### config.mk
export PLATFORM = sky130hd
export DESIGN_NAME = xm_tx_arbiter
export DESIGN_NICKNAME = d
export VERILOG_FILES = /design/src/rtl/xm_tx_arbiter_pkg.sv /design/src/rtl/xm_tx_arbiter_rsp_fifo.sv /design/src/rtl/xm_tx_arbiter.sv
export SDC_FILE = /design/constraint.sdc
export NUM_CORES = 1
export LEC_CHECK = 0
export ABC_AREA = 1
export BUFFER_PORTS_ARGS = -buffer_cell sky130_fd_sc_hd__buf_2
export CORE_ASPECT_RATIO = 0.5
export CORE_UTILIZATION = 41
export DETAILED_ROUTE_END_ITERATION = 6
export GPL_ROUTABILITY_DRIVEN = 0
export PLACE_DENSITY = 0.94
export REMOVE_ABC_BUFFERS = 1
export SLEW_MARGIN = 25
export SYNTH_ARGS = -nofsm -noshare
export SYNTH_HDL_FRONTEND = slang
export SYNTH_SLANG_ARGS = --single-unit
export TNS_END_PERCENT = 10
### constraint.sdc
create_clock -name tx_user_clk_i -period 4.9 [get_ports tx_user_clk_i]
set_clock_uncertainty 0.1 [all_clocks]
set_input_delay 0.49 -clock tx_user_clk_i [delete_from_list [all_inputs] [get_ports tx_user_clk_i]]
set_output_delay 0.49 -clock tx_user_clk_i [all_outputs]
set_load 0.02 [all_outputs]
### src/rtl/xm_tx_arbiter_pkg.sv
// ---------------------------------------------------------------------------
// xm_tx_arbiter_pkg
//   Shared definitions for the xm_top TX arbiter slice:
//     arb_state_t : frame-level arbiter FSM states (ST_IDLE, ST_BUSY)
//     src_w()     : width of a source index for a given requester count
// ---------------------------------------------------------------------------
package xm_tx_arbiter_pkg;

    // ST_IDLE doubles as the one-cycle arbitration slot between frames.
    typedef enum logic {
        ST_IDLE = 1'b0,
        ST_BUSY = 1'b1
    } arb_state_t;

    // Never returns 0 so a single-source build still has a legal index port.
    function automatic int unsigned src_w(input int unsigned n);
        return (n > 1) ? $clog2(n) : 1;
    endfunction

endpackage

### src/rtl/xm_tx_arbiter_rsp_fifo.sv
// ---------------------------------------------------------------------------
// xm_arb_rsp_fifo
//   Synchronous FIFO holding the source index of every granted frame until
//   xm_top returns its tx_status response. No bypass: a pushed entry is
//   visible at the head one cycle after the push at the earliest.
// Ports
//   clk        in   clock
//   rst_n      in   synchronous active-low reset (empties the FIFO)
//   push       in   write push_data (ignored while full)
//   push_data  in   WIDTH  source index to store
//   pop        in   drop the head entry (ignored while empty)
//   head       out  WIDTH  oldest entry
//   count      out  number of stored entries (0..DEPTH)
//   empty      out  count == 0
// ---------------------------------------------------------------------------
module xm_arb_rsp_fifo #(
    parameter int unsigned WIDTH = 1,
    parameter int unsigned DEPTH = 4
) (
    input  logic                   clk,
    input  logic                   rst_n,
    input  logic                   push,
    input  logic [WIDTH-1:0]       push_data,
    input  logic                   pop,
    output logic [WIDTH-1:0]       head,
    output logic [$clog2(DEPTH):0] count,
    output logic                   empty
);

    localparam int unsigned PTR_W = $clog2(DEPTH);
    localparam int unsigned CNT_W = PTR_W + 1;

    logic [WIDTH-1:0] mem [DEPTH];
    logic [PTR_W-1:0] wr_ptr;
    logic [PTR_W-1:0] rd_ptr;
    logic [CNT_W-1:0] cnt;
    logic             full;
    logic             do_push;
    logic             do_pop;

    assign full    = (cnt == CNT_W'(DEPTH));
    assign empty   = (cnt == '0);
    assign do_push = push && !full;
    assign do_pop  = pop && !empty;
    assign head    = mem[rd_ptr];
    assign count   = cnt;

    // Storage carries no reset; only the pointers and count define contents.
    always_ff @(posedge clk) begin
        if (do_push) begin
            mem[wr_ptr] <= push_data;
        end
    end

    // DEPTH is a power of two, so pointers wrap naturally.
    always_ff @(posedge clk) begin
        if (!rst_n) begin
            wr_ptr <= '0;
            rd_ptr <= '0;
            cnt    <= '0;
        end else begin
            if (do_push) begin
                wr_ptr <= wr_ptr + PTR_W'(1);
            end
            if (do_pop) begin
                rd_ptr <= rd_ptr + PTR_W'(1);
            end
            case ({do_push, do_pop})
                2'b10:   cnt <= cnt + CNT_W'(1);
                2'b01:   cnt <= cnt - CNT_W'(1);
                default: cnt <= cnt;
            endcase
        end
    end

endmodule

### src/rtl/xm_tx_arbiter.sv
// ---------------------------------------------------------------------------
// xm_tx_arbiter
//   Frame-level round-robin arbiter sharing the single xm_top AXIS TX port
//   among NUM_SRC requesters. A grant lasts for a whole frame (until the
//   beat with last=1 is accepted). Frame responses from xm_top come back in
//   issue order and are steered to the source that sent the frame.
// Ports
//   tx_user_clk_i / tx_user_rst_n_i   clock, synchronous active-low reset
//   s_tx_data_i/vldb_i/valid_i/last_i/user_i   per-source AXIS inputs,
//                                              source k in slice k
//   s_tx_ready_o       per-source ready (only the granted source, in BUSY)
//   s_tx_rsp_valid_o   one-hot response strobe to the originating source
//   s_tx_status_o      response status, qualified by s_tx_rsp_valid_o
//   m_tx_*_o / m_tx_ready_i           shared AXIS towards xm_top
//   m_tx_status_i / m_tx_rsp_valid_i  per-frame response from xm_top
//   grant_id_o         current / last granted source index
//   busy_o             frame in progress
//   rsp_err_o          sticky: response seen with no frame outstanding
// ---------------------------------------------------------------------------
module xm_tx_arbiter
    import xm_tx_arbiter_pkg::*;
#(
    parameter  int unsigned NUM_SRC   = 2,
    parameter  int unsigned DATA_W    = 32,
    parameter  int unsigned VLDB_W    = 2,
    parameter  int unsigned RSP_DEPTH = 4,
    localparam int unsigned SRC_W     = src_w(NUM_SRC)
) (
    input  logic                      tx_user_clk_i,
    input  logic                      tx_user_rst_n_i,
    input  logic [NUM_SRC*DATA_W-1:0] s_tx_data_i,
    input  logic [NUM_SRC*VLDB_W-1:0] s_tx_vldb_i,
    input  logic [NUM_SRC-1:0]        s_tx_valid_i,
    output logic [NUM_SRC-1:0]        s_tx_ready_o,
    input  logic [NUM_SRC-1:0]        s_tx_last_i,
    input  logic [NUM_SRC-1:0]        s_tx_user_i,
    output logic [NUM_SRC-1:0]        s_tx_rsp_valid_o,
    output logic                      s_tx_status_o,
    output logic [DATA_W-1:0]         m_tx_data_o,
    output logic [VLDB_W-1:0]         m_tx_vldb_o,
    output logic                      m_tx_valid_o,
    output logic                      m_tx_last_o,
    output logic                      m_tx_user_o,
    input  logic                      m_tx_ready_i,
    input  logic                      m_tx_status_i,
    input  logic                      m_tx_rsp_valid_i,
    output logic [SRC_W-1:0]          grant_id_o,
    output logic                      busy_o,
    output logic                      rsp_err_o
);

    localparam int unsigned CNT_W = $clog2(RSP_DEPTH) + 1;

    arb_state_t         state;
    logic [SRC_W-1:0]   grant;
    logic [SRC_W-1:0]   rr_ptr;
    logic [SRC_W-1:0]   pick;
    logic               any_req;
    logic               can_grant;
    logic               grant_now;
    logic               last_xfer;

    logic [CNT_W-1:0]   rsp_count;
    logic [SRC_W-1:0]   rsp_head;
    logic               rsp_empty;

    logic [NUM_SRC-1:0] rsp_valid;
    logic               rsp_status;
    logic               rsp_err;

    // -----------------------------------------------------------------------
    // Round-robin picker. The request vector is rotated so that bit j holds
    // source (rr_ptr + 1 + j) mod NUM_SRC; the lowest set bit wins and is
    // mapped back to a source index.
    // -----------------------------------------------------------------------
    logic [NUM_SRC-1:0] req_rot;
    logic [SRC_W:0]     base;
    logic [SRC_W:0]     sum;
    logic [SRC_W-1:0]   offset;

    always_comb begin
        base    = {1'b0, rr_ptr} + {{SRC_W{1'b0}}, 1'b1};
        req_rot = NUM_SRC'({s_tx_valid_i, s_tx_valid_i} >> base);
        offset  = '0;
        for (int unsigned j = NUM_SRC; j > 0; j--) begin
            if (req_rot[j-1]) begin
                offset = SRC_W'(j - 1);
            end
        end
        sum = base + {1'b0, offset};
        if (sum >= (SRC_W+1)'(NUM_SRC)) begin
            sum = sum - (SRC_W+1)'(NUM_SRC);
        end
        pick = sum[SRC_W-1:0];
    end

    assign any_req   = |s_tx_valid_i;
    // Registered count only: a pop in this cycle frees a slot for next cycle.
    assign can_grant = (rsp_count < CNT_W'(RSP_DEPTH));
    assign grant_now = (state == ST_IDLE) && any_req && can_grant;
    assign last_xfer = m_tx_valid_o && m_tx_ready_i && m_tx_last_o;

    // -----------------------------------------------------------------------
    // Arbiter FSM
    // -----------------------------------------------------------------------
    always_ff @(posedge tx_user_clk_i) begin
        if (!tx_user_rst_n_i) begin
            state  <= ST_IDLE;
            grant  <= '0;
            rr_ptr <= SRC_W'(NUM_SRC - 1);
        end else begin
            case (state)
                ST_IDLE: begin
                    if (grant_now) begin
                        grant  <= pick;
                        rr_ptr <= pick;
                        state  <= ST_BUSY;
                    end
                end
                ST_BUSY: begin
                    if (last_xfer) begin
                        state <= ST_IDLE;
                    end
                end
                default: state <= ST_IDLE;
            endcase
        end
    end

    assign grant_id_o = grant;
    assign busy_o     = (state == ST_BUSY);

    // -----------------------------------------------------------------------
    // Pass-through of the granted source while BUSY; everything quiet in IDLE.
    // -----------------------------------------------------------------------
    always_comb begin
        m_tx_data_o  = '0;
        m_tx_vldb_o  = '0;
        m_tx_valid_o = 1'b0;
        m_tx_last_o  = 1'b0;
        m_tx_user_o  = 1'b0;
        s_tx_ready_o = '0;
        if (state == ST_BUSY) begin
            m_tx_data_o         = s_tx_data_i[32'(grant)*DATA_W +: DATA_W];
            m_tx_vldb_o         = s_tx_vldb_i[32'(grant)*VLDB_W +: VLDB_W];
            m_tx_valid_o        = s_tx_valid_i[grant];
            m_tx_last_o         = s_tx_last_i[grant];
            m_tx_user_o         = s_tx_user_i[grant];
            s_tx_ready_o[grant] = m_tx_ready_i;
        end
    end

    // -----------------------------------------------------------------------
    // Outstanding-frame FIFO: pushed at grant, popped per response.
    // -----------------------------------------------------------------------
    xm_arb_rsp_fifo #(
        .WIDTH (SRC_W),
        .DEPTH (RSP_DEPTH)
    ) u_rsp_fifo (
        .clk       (tx_user_clk_i),
        .rst_n     (tx_user_rst_n_i),
        .push      (grant_now),
        .push_data (pick),
        .pop       (m_tx_rsp_valid_i),
        .head      (rsp_head),
        .count     (rsp_count),
        .empty     (rsp_empty)
    );

    // -----------------------------------------------------------------------
    // Response demux: one-cycle registered strobe to the head source.
    // -----------------------------------------------------------------------
    always_ff @(posedge tx_user_clk_i) begin
        if (!tx_user_rst_n_i) begin
            rsp_valid  <= '0;
            rsp_status <= 1'b0;
            rsp_err    <= 1'b0;
        end else begin
            rsp_valid <= '0;
            if (m_tx_rsp_valid_i) begin
                if (rsp_empty) begin
                    rsp_err <= 1'b1;
                end else begin
                    rsp_valid[rsp_head] <= 1'b1;
                    rsp_status          <= m_tx_status_i;
                end
            end
        end
    end

    assign s_tx_rsp_valid_o = rsp_valid;
    assign s_tx_status_o    = rsp_status;
    assign rsp_err_o        = rsp_err;

endmodule

==> out/qor.yml, run 1 <==
critical_path:
  cp-start-kind: "input port"
  worstPathMaxFanout: 12
  critPathKind: "in -> reg"
  arrival_ps: 2250
  crit_required_ps: 4950
  endpoint_kind: "flop"
sta:
  clock.fmax_ghz: 0.453
  setup_ws_ps: 2690
  final-hold-violation-count: 0
  fin_crit_ps: 2210
  finalSetupTns_ps: 0
  worst-slew-pin-transition_ps: 610
  setup_viol: 0
  slew_violations: 0
  period_share: 0.450
  max_slew_margin: 0.593
  whs_ps: 350
  grt_setup_unrepaired: "no"
clock_tree:
  cts_resized: 0
  htreeDepth: 1
  cts-buffers-inserted: 3
  clk_latency_ps: 260
  tritoncts: "built"
  clock-sinks: 20
  clkTransAtPathRegs_ps: 70
  root_buffer: "clkbuf_8"
  post_cts_buffers: 0
  cts_buffer_depth: 2
  cts_hold_buf: 0
synth:
  yosysWarnings: 0
  synth_top_area_cell: "dfxtp_1"
  netlist.area_leader.share: 0.218
  netlist_instances: 227
  syn-cell-area_sq_um: 1470
  synth_area_per_cell_sq_um: 6.47
  synth-seq-cells: 20
  ys_types: 24
  ys_seq_area_frac: 0.300
  synthTopCellsByArea: "dfxtp_1 22%, nand2_1 21%, a21oi_1 16%"
power:
  netSwitchingPower_mw: 0.387
  power.density_nw_per_um2: 390
  pwr-share-comb: 0.561
  pwr-share-clk: 0.136
  p_sw_frac: 0.476
  intPower_mw: 0.426
  p_leak_nw: 1.18
  seqPwrFrac: 0.303
  vdd_ir_drop_max_v: 0.000178
final_layout:
  final_core_util: 0.650
  drive_above_1_share: 0.404
  layout_common_cells: "123 x buf_2, 84 x nand2_1, 48 x a21oi_1"
  layout_commonest_cell: "buf_2"
  stdcell_count: 390
  finalNetCount: 428
  antenna_cells: 0
  syn_to_final_growth_pct: 42.0
die:
  rows: 14
  start_util: 0.458
  num_io_pins: 124
  core_sq_um: 3210
  die_area_sq_um: 3840
  die_w_um: 86.6
  die_y_um: 44.3
min_path:
  hold_path.class: "reg -> reg"
route:
  drt-wirelength-per-cell_um: 11.1
  drtIter0Drc: 38
  drc: 0
  vias: 1861
  totalWireLength_um: 4340
  avgViaCountPerCell: 4.77
  drtPass1Iterations: 4
  ant_nets: 0
placed_design:
  place_ws_ps: 2520
  io_buffers: 123
  dp_hpwl_um: 3240
  dp_cells: 386
job:
  cap_violations: 0
grt:
  antenna_found_initial: 0
  overflow: 0
  grt_pass1_wl_um: 6730
  grt_usage: 0.219
  grt_max_degree: 41
  grt_pass1_vias: 1702
outcome:
  status: "completed"
-- power by group through the flow --
stage,combinational [mW],sequential [mW],clock [mW]
after floorplan,0.282,0.268,0
after global placement,0.430,0.246,0
after detailed placement,0.449,0.250,0
after CTS,0.456,0.246,0.113
after global routing,0.505,0.251,0.120
final,0.455,0.246,0.111
-- cells in the mapped netlist (all sizes together) --
cell,count
a21oi,49
buf,13
dfxtp,16
edfxtp,4
fa,1
ha,5
inv,22
nand2,86
nand3,8
nand4,1
nor2,8
nor3,2
o211ai,1
o21ai,10
xor2,1
-- per-layer routing --
| metal | wire length (um) | GRT usage | vias to the layer above | share of wire |
|---|---|---|---|---|
| li1 | - | - | 957 | - |
| met1 | 1780 | 0.217 | 828 | 0.41 |
| met2 | 2290 | 0.470 | 70 | 0.53 |
| met3 | 226 | 0.0299 | 6 | 0.052 |
| met4 | 41 | 0.0933 | 0 | 0.0094 |
| met5 | 0 | 0 | - | 0 |
-- flip-flops by register name, summed over array words and instances, names as in the netlist, named ones only --
| register | cells |
|---|---|
| grant_id_o | 1 |
| rsp_err_o | 1 |
| s_tx_rsp_valid_o | 2 |
| u_rsp_fifo.count | 3 |
| busy_o | 1 |
| u_rsp_fifo.rd_ptr | 2 |
| u_rsp_fifo.mem | 4 |
| u_rsp_fifo.wr_ptr | 2 |
| s_tx_status_o | 1 |
| rr_ptr | 1 |
-- critical path, cell delays in order --
cell,delay (ps)
buf_2,120
o21ai_2,410
ha_1,260
inv_1,80
fa_1,400
nand2_1,110
nand3_1,110
o21ai_0,200
a21oi_1,60
-- layout make-up --
| type | count | area, sq um |
|---|---|---|
| Tap cell | 48 | 60.1 |
| Timing Repair Buffer | 124 | 623 |
| Multi-Input combinational cell | 172 | 833 |
| Clock buffer | 4 | 45.0 |
| Inverter | 22 | 82.6 |
| Sequential cell | 20 | 440 |
| Fill cell | 307 | 1120 |
-- logic make-up (layout without fill, tap and decap cells) --
logic type | Yosys count | in the layout | synth area share
and+or+nand+nor | 105 | 105 | 0.294
AOI/OAI and AO/OA | 60 | 60 | 0.211
buffers and inverters | 35 | 150 | 0.132
DFF | 20 | 20 | 0.300
adders and majority gates | 6 | 6 | 0.0563
xor gates and xnor gates | 1 | 1 | 0.00597
-- per-stage QoR --
step	cell area (sq um)	total power [mW]
finish	2080	0.812
global route	2080	0.876
CTS	2080	0.814
detailed placement	2040	0.699
global placement	2040	0.676
floorplan	1360	0.550
-- worst paths after layout --
path	slack, ps	to	cells past startpoint	start
setup / recovery	2690	u_rsp_fifo.count[2]$_SDFFE_PN0P_	9	s_tx_valid_i[0]
hold / removal	350	rsp_err_o$_SDFFE_PN0P_	2	rsp_err_o$_SDFFE_PN0P_
setup reg to reg	2690	u_rsp_fifo.count[2]$_SDFFE_PN0P_	9	busy_o$_SDFF_PN0_
hold reg to reg	350	rsp_err_o$_SDFFE_PN0P_	2	rsp_err_o$_SDFFE_PN0P_
Note: power is estimated with default switching activity, not from simulation.
==> inputs of run 2 (changes only) <==
ABC_AREA = 0   (was 1)
CORE_UTILIZATION = 40   (was 41)
PLACE_DENSITY = 0.9   (was 0.94)
clock period = 2.06 ns   (was 4.9 ns; I/O delays follow)
==> run 2 against run 1 <==
Via count shrank 10%; sequential power is 140% higher; routed wire length decreased by 3.3%; sequential share of layout area decreased by 1.8 points; clock power increased to 3.5 times the previous value; critical endpoint unchanged.
==> out/qor.yml, run 2 <==
outcome:
  status: "completed"
synth:
  syn-cell-area_sq_um: 1560  # +6.6%
  netlist_instances: 175  # -23%
  ys.flop_type: "dfxtp_1"
  synth_top_area_cell: "mux2i_1"
  synth_enable_flop_cells: 4  # unchanged
  ys_types: 29  # +21%
  yosysWarnings: 0  # unchanged
  ys_seq_area_frac: 0.282  # -0.0185
  synth_area_per_cell_sq_um: 8.94  # +38%
  yosys-top-cells-count: "37 x mux2i_1, 37 x nor2b_1, 16 x dfxtp_1"
  synthTopCellsByArea: "mux2i_1 24%, dfxtp_1 20%, nor2b_1 15%"
  async_reset_ff_frac: 0  # unchanged
  netlist.area_leader.share: 0.237  # +0.0186
  synth-seq-cells: 20  # unchanged
sta:
  max_slew_margin: 0.737  # +0.144
  period_share: 0.946
  slew_violations: 0  # unchanged
  grt_setup_unrepaired: "no"
  worst-slew-pin-transition_ps: 395  # -215 ps
  setup_viol: 0  # unchanged
  whs_ps: 73.6  # -276 ps
  clock.fmax_ghz: 0.513
  fin_crit_ps: 1950
  final-hold-violation-count: 0  # unchanged
critical_path:
  critPathKind: "reg -> reg"
  cp-start-kind: "flop"
  crit_required_ps: 2150  # -2800 ps
  worstPathMaxFanout: 5  # -7
  endpoint_kind: "flop"
  arrival_ps: 2040  # -210 ps
die:
  core_sq_um: 3580  # +12%
  rows: 15  # +1
  die_w_um: 90.4  # +4.4%
  num_io_pins: 124  # unchanged
  die_area_sq_um: 4180  # +8.9%
  die_y_um: 46.2  # +4.3%
  start_util: 0.436  # -0.0215
power:
  p_leak_nw: 1.18  # about the same
  vdd_ir_drop_max_v: 0.000385  # +120%
  power.density_nw_per_um2: 924  # +140%
route:
  totalWireLength_um: 4200  # -3.3%
  wl_met2_um: 2110  # -7.9%
  drtPass1Iterations: 4  # unchanged
  ant_nets: 0  # unchanged
  drc: 0  # unchanged
  vias: 1673  # -10%
  avgViaCountPerCell: 4.78  # +0.17%
  drtIter0Drc: 47  # +24%
  wl_met3_um: 212  # -6.2%
  drt-wirelength-per-cell_um: 12.0  # +7.8%
  met1_length_um: 1830  # +2.8%
  top_layer_used: "met4"
clock_tree:
  clock-sinks: 20  # unchanged
  clkTransAtPathRegs_ps: 70  # about the same
  root_buffer: "clkbuf_8"
  cts_resized: 0  # unchanged
  clk_latency_ps: 260  # about the same
  cts_buffer_depth: 2  # unchanged
  cts_hold_buf: 0  # unchanged
  cts-buffers-inserted: 3  # unchanged
  post_cts_buffers: 0  # unchanged
  tritoncts: "built"
  htreeDepth: 1  # unchanged
grt:
  antenna_found_initial: 0  # unchanged
  overflow: 0  # unchanged
  grt_max_degree: 44  # +7.3%
  grt_pass1_vias: 1500  # -12%
  grt_pass1_wl_um: 6180  # -8.2%
  grt_usage: 0.185  # -0.0341
min_path:
  hold_path.class: "in -> reg"
final_layout:
  layout_commonest_cell: "buf_2"
  largest_reg_flops: 4  # unchanged
  final_core_util: 0.644  # -0.00629
  stdcell_count: 350  # -10%
  antenna_cells: 0  # unchanged
  syn_to_final_growth_pct: 47.6
  final.fill_count: 278  # -9.4%
  layout_common_cells: "123 x buf_2, 37 x mux2i_1, 37 x nor2b_1"
  top_register: "u_rsp_fifo.mem"
  drive_above_1_share: 0.478  # +0.0748
  finalNetCount: 385  # -10%
placed_design:
  io_buffers: 123  # unchanged
  dp_hpwl_um: 3430  # +5.8%
  dp_cells: 346  # -10%
job:
  cap_violations: 0  # unchanged
==> run 2: cell types whose count changed after synthesis, moves of 5 or more <==
cell / change
nand2_1: -78
a21oi_1: -40
mux2i_1: +37
nor2b_1: +37
inv_1: -10
and3_1: +6
buf_2: -5
buf_6: -5
clkbuf_1: +5
o21ai_0: -5
==> run 2: worst paths after layout <==
check	end	start	slack (ps)	cells after the start
setup / recovery	u_rsp_fifo.count[2]$_SDFFE_PN0P_	u_rsp_fifo.count[2]$_SDFFE_PN0P_	110	7
hold / removal	busy_o$_SDFF_PN0_	m_tx_ready_i	70	2
setup reg to reg	u_rsp_fifo.count[2]$_SDFFE_PN0P_	u_rsp_fifo.count[2]$_SDFFE_PN0P_	110	7
hold reg to reg	s_tx_status_o$_SDFFE_PN0P_	s_tx_status_o$_SDFFE_PN0P_	370	2
==> run 2: cell families after synthesis <==
logic type,synth area share
DFF,0.282
and+or+nand+nor,0.246
buffers and inverters,0.0696
adders and majority gates,0.0592
muxes,0.251
AOI/OAI and AO/OA,0.0704
xor gates and xnor gates,0.0224
==> run 2: stage by stage <==
step / setup TNS [ps] / total power, mW / area (sq um) / worst slack (ps)
floorplan: -17460 / 1.38 / 1490 / -431
global placement: 0 / 1.70 / 2230 / 72.5
detailed placement: 0 / 1.76 / 2230 / 3.06
CTS: 0 / 2.15 / 2300 / 26.5
global route: 0 / 2.29 / 2310 / 11.8
finish: 0 / 2.13 / 2310 / 111
==> run 2: layout make-up <==
class	instances	area [sq um]	area share
inverter	8	30.0	0.0130
tap	51	63.8	0.0276
timing repair buffer	132	683	0.296
multi-input combinational	135	1010	0.440
sequential	20	445	0.193
clock buffer	3	41.3	0.0179
clock inverter	1	30.0	0.0130
==> run 2: critical path, cell delays in order (launching register included) <==
cell,delay (ps)
dfxtp_2,400
o31a_2,170
ha_1,180
inv_1,60
fa_1,370
xor2_1,150
or3_1,300
a21oi_1,150
==> run 2: power breakdown <==
group	leakage [nW]	total (mW)	internal, mW	switching (mW)
logic	0.972	1.16	0.515	0.646
registers	0.170	0.590	0.513	0.0774
clock network	0.0357	0.383	0.259	0.124
total	1.18	2.13	1.29	0.847
==> run 2: layer usage <==
| metal | up-vias | GRT usage |
|---|---|---|
| li1 | 840 | - |
| met1 | 770 | 0.226 |
| met2 | 56 | 0.342 |
| met3 | 7 | 0.0396 |
| met4 | 0 | 0.0516 |
| met5 | - | 0 |
==> inputs of run 3 (changes only) <==
REMOVE_ABC_BUFFERS = not set   (was 1)
==> run 3 against run 2 <==
Clock-buffer cell count unchanged; global-route usage is 1.2 points lower; power up 1.5%; critical path type unchanged; critical endpoint unchanged; largest cell class unchanged.
==> out/qor.yml, run 3 (synthesis results as in run 2) <==
outcome:
  status: "completed"
grt:
  grt_pass1_vias: 1392  # -7.2%
  grt_usage: 0.173  # -0.0115
  grt_max_degree: 44  # unchanged
  grt_pass1_wl_um: 5830  # -5.7%
  antenna_found_initial: 0  # unchanged
  overflow: 0  # unchanged
final_layout:
  top_register: "u_rsp_fifo.mem"
  antenna_cells: 0  # unchanged
  final_area_sq_um: 2310  # about the same
  final.fill_count: 293  # +5.4%
  finalNetCount: 385  # unchanged
  layout_commonest_cell: "buf_2"
  layout_common_cells: "123 x buf_2, 37 x mux2i_1, 37 x nor2b_1"
  largest_reg_flops: 4  # unchanged
  syn_to_final_growth_pct: 47.7  # about the same
  drive_above_1_share: 0.482  # +0.00334
route:
  totalWireLength_um: 4140  # -1.3%
  drtPass1Iterations: 4  # unchanged
  drtIter0Drc: 19  # -60%
  drt-wirelength-per-cell_um: 11.8  # -1.3%
  avgViaCountPerCell: 4.85  # +1.4%
  vias: 1696  # +1.4%
  drc: 0  # unchanged
  ant_nets: 0  # unchanged
clock_tree:
  clkTransAtPathRegs_ps: 70  # about the same
  cts_buffer_depth: 2  # unchanged
  htreeDepth: 1  # unchanged
  root_buffer: "clkbuf_8"
  cts_hold_buf: 0  # unchanged
  clock-sinks: 20  # unchanged
  tritoncts: "built"
  cts_resized: 0  # unchanged
  clk_latency_ps: 260  # about the same
  cts-buffers-inserted: 3  # unchanged
  post_cts_buffers: 0  # unchanged
critical_path:
  endpoint_kind: "flop"
  worstSetupPathDepth: 7  # unchanged
  cp-start-kind: "flop"
  critPathKind: "reg -> reg"
  cp_slowest_cell: "dfxtp_2"
  worstPathMaxFanout: 5  # unchanged
  path_buf_inv: 1  # unchanged
  arrival_ps: 2060  # +20 ps
  r2r_cells: 7  # unchanged
  crit_family: "adder cells"
  crit_path_cell_trace: "o31a_2 > ha_1 > inv_1 > fa_1 > xor2_1 > or3_1 > a21oi_1"
  max_stage_delay_ps: 400  # about the same
  crit_required_ps: 2150  # about the same
sta:
  finalSetupTns_ps: 0  # unchanged
  clock.fmax_ghz: 0.508  # -0.94%
  max_slew_margin: 0.691  # -0.0454
  slew_violations: 0  # unchanged
  fin_crit_ps: 1970  # +18.6 ps
  worst-slew-pin-transition_ps: 463  # +68.1 ps
  period_share: 0.955  # +0.00902
  final-hold-violation-count: 0  # unchanged
  grt_setup_unrepaired: "no"
  setup_viol: 0  # unchanged
die:
  rows: 15  # unchanged
  num_io_pins: 124  # unchanged
  core_sq_um: 3580  # unchanged
  start_util: 0.436  # unchanged
  die_w_um: 90.4  # unchanged
  die_y_um: 46.2  # unchanged
  die_area_sq_um: 4180  # unchanged
min_path:
  whs_path_depth: 3  # +1
  hold_path.class: "in -> reg"
synth:
  syn_nets: 260
placed_design:
  dp_hpwl_um: 3380  # -1.4%
  io_buffers: 123  # unchanged
  place_area_sq_um: 2230  # unchanged
job:
  cap_violations: 0  # unchanged
power:
  power.density_nw_per_um2: 938  # +1.5%
  vdd_ir_drop_max_v: 0.000608  # +58%
  p_leak_nw: 1.18  # about the same
-- run 3: cell count changes in the layout (fill, tap and decap cells not counted) --
cell / previous run / this run
dfxtp_2: 4 / 5
dfxtp_1: 12 / 11
-- run 3: cell type report --
cell class              count  area (sq um)  share of cell area
inverters                   8          30.0              0.0130
clock buffers               3          41.3              0.0179
clock inverters             1          30.0              0.0130
well taps                  51          63.8              0.0276
flip-flops and latches     20           447               0.193
multi-input cells         135          1010               0.439
repair buffers            132           683               0.296
-- run 3: per-layer routing --
metal  up-vias  share of wire  wire length [um]  GRT usage
met5         -              0                 0          0
met4         0          0.011                46     0.0839
met3         6          0.048               198     0.0297
met2        53           0.53              2180      0.342
met1       792           0.41              1710      0.192
li1        845              -                 -          -
-- run 3: final timing paths --
check                                                       from                                to  slack, ps
worst max-delay path            u_rsp_fifo.count[2]$_SDFFE_PN0P_  u_rsp_fifo.count[2]$_SDFFE_PN0P_         90
worst min-delay path                               m_tx_status_i        s_tx_status_o$_SDFFE_PN0P_         70
worst max register to register  u_rsp_fifo.count[2]$_SDFFE_PN0P_  u_rsp_fifo.count[2]$_SDFFE_PN0P_         90
worst min register to register        s_tx_status_o$_SDFFE_PN0P_        s_tx_status_o$_SDFFE_PN0P_        370
-- run 3: power breakdown --
part / total, mW / switching, mW / internal (mW) / leakage [nW]
clock network: 0.390 / 0.131 / 0.259 / 0.0357
logic: 1.18 / 0.666 / 0.518 / 0.972
registers: 0.593 / 0.0785 / 0.514 / 0.170
-- run 3: stage by stage --
step / total power [mW] / util / worst slack, ps / std cells / hold slack (ps)
after CTS: 2.16 / 0.643 / 55.6 / 350 / 67.6
after global placement: 1.71 / 0.623 / 66.2 / 346 / 324
after floorplan: 1.41 / - / 65.3 / 175 / 182
final: 2.17 / 0.644 / 92.1 / 350 / 69.5
after detailed placement: 1.77 / 0.623 / 2.49 / 346 / 339
after global routing: 2.30 / 0.644 / 0.490 / 350 / 76.8
-- run 3: worst min-delay path: cells and delay by family --
family / cells / cell delay (ps)
buffers and inverters: 1 / 80
AO/OA/AOI/OAI: 1 / 70
AND/OR/NAND/NOR: 1 / 50
